==> src/rtl/router_rd_port.sv <==
// Read-side controller for one router output port: drains the port FIFO to the
// destination, tracks header/payload/parity framing and raises a stall soft reset.
module router_rd_port #(
  parameter int DW      = 8,
  parameter int TIMEOUT = 30,
  parameter int TO_W    = 5
) (
  input  logic          clk,
  input  logic          rstn,
  input  logic          i_fifo_empty,
  input  logic [DW:0]   i_fifo_dout,
  output logic          o_fifo_rd_en,
  input  logic          i_read_enb,
  output logic          o_vld_out,
  output logic [DW-1:0] o_data_out,
  output logic          o_sftrst,
  output logic          o_pkt_done,
  output logic          o_parity_err,
  output logic          o_sync_err,
  output logic [1:0]    o_state
);

  localparam int LW = DW - 2;

  typedef enum logic [1:0] {
    S_IDLE    = 2'd0,
    S_PAYLOAD = 2'd1,
    S_PARITY  = 2'd2
  } state_t;

  state_t          r_state, w_state_nxt;
  logic [LW-1:0]   r_len_cnt, w_len_nxt;
  logic [DW-1:0]   r_acc, w_acc_nxt;
  logic [TO_W-1:0] r_to_cnt, w_to_nxt;
  logic [DW-1:0]   r_data_out, w_data_nxt;
  logic            r_sftrst, w_sftrst_nxt;
  logic            r_pkt_done, w_pkt_done_nxt;
  logic            r_parity_err, w_parity_err_nxt;
  logic            r_sync_err, w_sync_err_nxt;

  logic            w_vld;
  logic            w_user_pop;
  logic            w_drop;
  logic            w_take;
  logic            w_stall;
  logic [DW-1:0]   w_byte;

  assign w_byte     = i_fifo_dout[DW-1:0];
  assign w_vld      = !i_fifo_empty && !r_sftrst;
  assign w_user_pop = w_vld && i_read_enb;
  assign w_drop     = (r_state == S_IDLE) && !i_fifo_empty && !i_fifo_dout[DW] && !r_sftrst;
  // A stray word at an idle head is discarded even if the destination is reading.
  assign w_take     = w_user_pop && !w_drop;
  assign w_stall    = w_vld && !i_read_enb;

  assign o_vld_out    = w_vld;
  assign o_fifo_rd_en = w_user_pop || w_drop;
  assign o_data_out   = r_data_out;
  assign o_sftrst     = r_sftrst;
  assign o_pkt_done   = r_pkt_done;
  assign o_parity_err = r_parity_err;
  assign o_sync_err   = r_sync_err;
  assign o_state      = r_state;

  always_comb begin
    w_state_nxt      = r_state;
    w_len_nxt        = r_len_cnt;
    w_acc_nxt        = r_acc;
    w_to_nxt         = r_to_cnt;
    w_data_nxt       = r_data_out;
    w_sftrst_nxt     = 1'b0;
    w_pkt_done_nxt   = 1'b0;
    w_parity_err_nxt = 1'b0;
    w_sync_err_nxt   = 1'b0;
    if (r_sftrst) begin
      w_state_nxt = S_IDLE;
      w_len_nxt   = '0;
      w_acc_nxt   = '0;
      w_to_nxt    = '0;
    end else begin
      if (w_stall) begin
        if (r_to_cnt == TO_W'(TIMEOUT - 1)) begin
          w_to_nxt     = '0;
          w_sftrst_nxt = 1'b1;
        end else begin
          w_to_nxt = r_to_cnt + TO_W'(1);
        end
      end else begin
        w_to_nxt = '0;
      end
      if (w_drop) begin
        w_sync_err_nxt = 1'b1;
      end else if (w_take) begin
        w_data_nxt = w_byte;
        case (r_state)
          S_IDLE: begin
            w_len_nxt   = w_byte[DW-1:2];
            w_acc_nxt   = w_byte;
            w_state_nxt = (w_byte[DW-1:2] != '0) ? S_PAYLOAD : S_PARITY;
          end
          S_PAYLOAD: begin
            w_acc_nxt = r_acc ^ w_byte;
            w_len_nxt = r_len_cnt - LW'(1);
            if (r_len_cnt == LW'(1)) w_state_nxt = S_PARITY;
          end
          S_PARITY: begin
            w_pkt_done_nxt   = 1'b1;
            w_parity_err_nxt = (w_byte != r_acc);
            w_acc_nxt        = '0;
            w_state_nxt      = S_IDLE;
          end
          default: w_state_nxt = S_IDLE;
        endcase
      end
    end
  end

  always_ff @(posedge clk) begin
    if (!rstn) begin
      r_state      <= S_IDLE;
      r_len_cnt    <= '0;
      r_acc        <= '0;
      r_to_cnt     <= '0;
      r_data_out   <= '0;
      r_sftrst     <= 1'b0;
      r_pkt_done   <= 1'b0;
      r_parity_err <= 1'b0;
      r_sync_err   <= 1'b0;
    end else begin
      r_state      <= w_state_nxt;
      r_len_cnt    <= w_len_nxt;
      r_acc        <= w_acc_nxt;
      r_to_cnt     <= w_to_nxt;
      r_data_out   <= w_data_nxt;
      r_sftrst     <= w_sftrst_nxt;
      r_pkt_done   <= w_pkt_done_nxt;
      r_parity_err <= w_parity_err_nxt;
      r_sync_err   <= w_sync_err_nxt;
    end
  end

endmodule
==> config.mk <==
export PLATFORM = sky130hd
export DESIGN_NAME = router_rd_port
export DESIGN_NICKNAME = d
export VERILOG_FILES = /design/src/rtl/router_rd_port.sv
export SDC_FILE = /design/constraint.sdc
export NUM_CORES = 1
export LEC_CHECK = 0
export BUFFER_PORTS_ARGS = -buffer_cell sky130_fd_sc_hd__clkbuf_2
export CORE_ASPECT_RATIO = 1.2
export CORE_MARGIN = 1.5
export CORE_UTILIZATION = 59
export DETAILED_ROUTE_END_ITERATION = 10
export PLACE_DENSITY_LB_ADDON = 0.05
export SLEW_MARGIN = 10
export SYNTH_ARGS = -nofsm -noshare
export SYNTH_HDL_FRONTEND = slang
export SYNTH_SLANG_ARGS = --single-unit
==> constraint.sdc <==
create_clock -name clk -period 3.9 [get_ports clk]
set_clock_uncertainty 0.05 [all_clocks]
set_input_delay 0.39 -clock clk [delete_from_list [all_inputs] [get_ports clk]]
set_output_delay 0.39 -clock clk [all_outputs]
set_load 0.02 [all_outputs]
==> flow_metrics.py <==
metrics = {
    "floorplan": {
        "core_um2": 2760,
        "die_area_um2": 3190,
        "placementRows": 21,
        "io-pin-count": 29,
        "fp.dieW_um": 51.8,
        "start_util_pct": 61.1,
        "die-height_um": 61.6,
    },
    "cts": {
        "post-cts-setup-buffer-count": 0,
        "cts_tree": "yes",
        "clk_latency_ns": 0.33,
        "htreeDepth": 2,
        "numCtsBuffers": 5,
        "clockBufferDepth": 2,
        "cts.clk_slew.worst_paths_ns": 0.10,
        "root_buffer": "clkbuf_4",
        "cts_resized": 0,
        "cts_hold_buf": 0,
        "clock-sinks": 33,
    },
    "sta": {
        "hold_violations": 0,
        "setup_viol": 0,
        "fmax_mhz": 467,
        "slew_viol_final": 0,
        "worst-slew-pin-transition_ns": 0.771,
        "worst_slack_ns": 1.76,
        "period_share_pct": 54.9,
        "rsz0062_at_grt": "false",
        "timing.hold.ws_ns": 0.209,
        "period_needed_ns": 2.14,
        "slew_headroom_pct": 48.4,
        "tns_ns": 0,
    },
    "logic_synthesis": {
        "synth-seq-cells": 33,
        "ys_seq_area_share_pct": 39.2,
        "synth_nets": 225,
        "synth_edf_count": 0,
        "avgSynthCellArea_um2": 8.27,
        "yosys.area.top_type_share_pct": 39.2,
        "synth_warnings": 0,
        "netlist_area_um2": 1690,
        "ys_types": 41,
        "syn_inst": 204,
        "async_reset_ff_share_pct": 0,
        "synth_top_flop_cell": "dfxtp_1",
        "synth_area_leaders": "dfxtp_1, ha_1, xor2_1",
        "yosysTopAreaCell": "dfxtp_1",
    },
    "global_routing": {
        "grt_max_degree": 18,
        "first_global_vias": 1432,
        "grt_pass1_wl_um": 6270,
        "antenna_found_initial": 0,
        "grtUsageTotal_pct": 27.0,
        "grt_remaining_overflow": 0,
    },
    "route": {
        "drt_iter0_drc": 61,
        "vias": 1529,
        "ant_nets": 0,
        "wirelength_um": 3900,
        "routedWlPerCell_um": 14.8,
        "first_pass_iters": 4,
        "remaining_drc_errors": 0,
        "vias_per_cell": 5.79,
    },
    "critical_path": {
        "worstPathArrival_ns": 1.70,
        "crit_required_ns": 3.46,
        "cp-start-kind": "register",
        "end_kind": "output pin",
        "timing_worst_setup_path_type": "reg -> out",
        "cp-startpoint": "o_state[0]",
        "crit_path_max_fanout": 5,
        "ff2ff_path_depth": 6,
        "r2r_start": "o_state[0]",
    },
    "placement": {
        "gp_congestion": 0.807,
        "placed_area_um2": 1820,
        "port_buffers": 28,
        "hpwl_um": 2760,
        "place_ws_ns": 1.77,
        "dp_cells": 256,
    },
    "run_status": {
        "status": "complete, no violations",
    },
    "pwr": {
        "total_power_mw": 0.691,
        "power.leakage_nw": 0.761,
        "powerDensity_nw_per_um2": 367,
        "vdd_drop_max_mv": 0.264,
    },
    "min_path": {
        "holdCritStartpoint": "i_read_enb",
        "min_delay_path_depth": 2,
        "hold_path.class": "in -> reg",
    },
    "layout": {
        "multi_input_area_um2": 946,
        "seqCellArea_um2": 661,
        "fill_cells": 240,
        "fin_util_pct": 68.3,
        "final_cells": 264,
        "synthToLayoutAreaGrowth_pct": 11.8,
        "num_antenna_cells": 0,
        "nets": 250,
        "design_area_um2": 1890,
        "layout-drive-gt1-share_pct": 17.8,
    },
    "run": {
        "cap_violations": 0,
    },
}
## critical path, stage by stage (launching register included)
cell and delay (ns):
dfxtp_1 0.36, inv_1 0.12, ha_1 0.25, nor2b_1 0.33
o21a_1 0.15, clkbuf_2 0.16
## layer usage
layer / routed length, um / track usage, % / share of wire, % / vias to the layer above
li1: - / - / - / 766
met3: 175 / 6.31 / 4.5 / 6
met1: 1640 / 30.2 / 42 / 716
met2: 2030 / 47.1 / 52 / 41
met4: 64 / 15.8 / 1.6 / 0
met5: 0 / 0 / 0 / -
## cells in the mapped netlist, types with 2 or more instances
| cell type | n |
|---|---|
| o211ai_1 | 2 |
| nand3_1 | 11 |
| xor2_1 | 10 |
| nor2_1 | 20 |
| a21boi_0 | 9 |
| nor2b_1 | 3 |
| o31ai_1 | 8 |
| inv_1 | 7 |
| buf_6 | 2 |
| dfxtp_1 | 33 |
| nor4_1 | 3 |
| nand2_1 | 23 |
| nand2b_1 | 2 |
| ha_1 | 8 |
| o21ai_0 | 12 |
| clkbuf_1 | 6 |
| a211oi_1 | 2 |
| nor3_1 | 3 |
| and3_1 | 2 |
| a21oi_1 | 17 |
## layout make-up
class,instances,area share (%)
Clock inverter,1,0.265
Multi-Input combinational cell,154,50.2
Sequential cell,33,35.0
Clock buffer,7,3.45
Tap cell,34,2.26
Timing Repair Buffer,28,7.43
Inverter,7,1.39
## final timing paths
check,to,slack [ns]
setup / recovery,o_fifo_rd_en,1.76
hold reg to reg,o_data_out[5],0.42
hold / removal,o_sftrst,0.21
setup reg to reg,o_parity_err,1.76
## layout by cell type (no fill, tap or decap), types with 5 or more instances in the layout
| cell | n |
|---|---|
| a21boi_0 | 9 |
| a21oi_1 | 17 |
| clkbuf_2 | 28 |
| clkbuf_4 | 5 |
| dfxtp_1 | 33 |
| ha_1 | 8 |
| inv_1 | 7 |
| nand2_1 | 23 |
| nand3_1 | 11 |
| nor2_1 | 20 |
| o21ai_0 | 12 |
| o31ai_1 | 8 |
| xor2_1 | 10 |
## cells by family (layout without fill, tap and decap cells)
| kind of cell | count (synthesis) | after routing | share of synthesized area, % |
|---|---|---|---|
| compound gates | 57 | 57 | 21.5 |
| xor+xnor | 11 | 11 | 5.71 |
| fa+ha+maj | 8 | 8 | 5.93 |
| buf+inv | 17 | 43 | 4.75 |
| flops | 33 | 33 | 39.2 |
| mux | 1 | 1 | 0.593 |
| simple gates | 77 | 77 | 22.3 |
## power breakdown
part           internal, mW  switching, mW  total [mW]
clock network         0.104          0.119       0.223
logic                0.0392         0.0692       0.108
registers             0.349         0.0103       0.360
## sequential cells by signal, indices dropped and copies added, names as in the netlist
register	flops
o_data_out	8
r_acc	8
r_len_cnt	6
r_to_cnt	5
o_state	2
o_parity_err	1
o_pkt_done	1
o_sftrst	1
o_sync_err	1
Power figures use the tool's default switching activity.
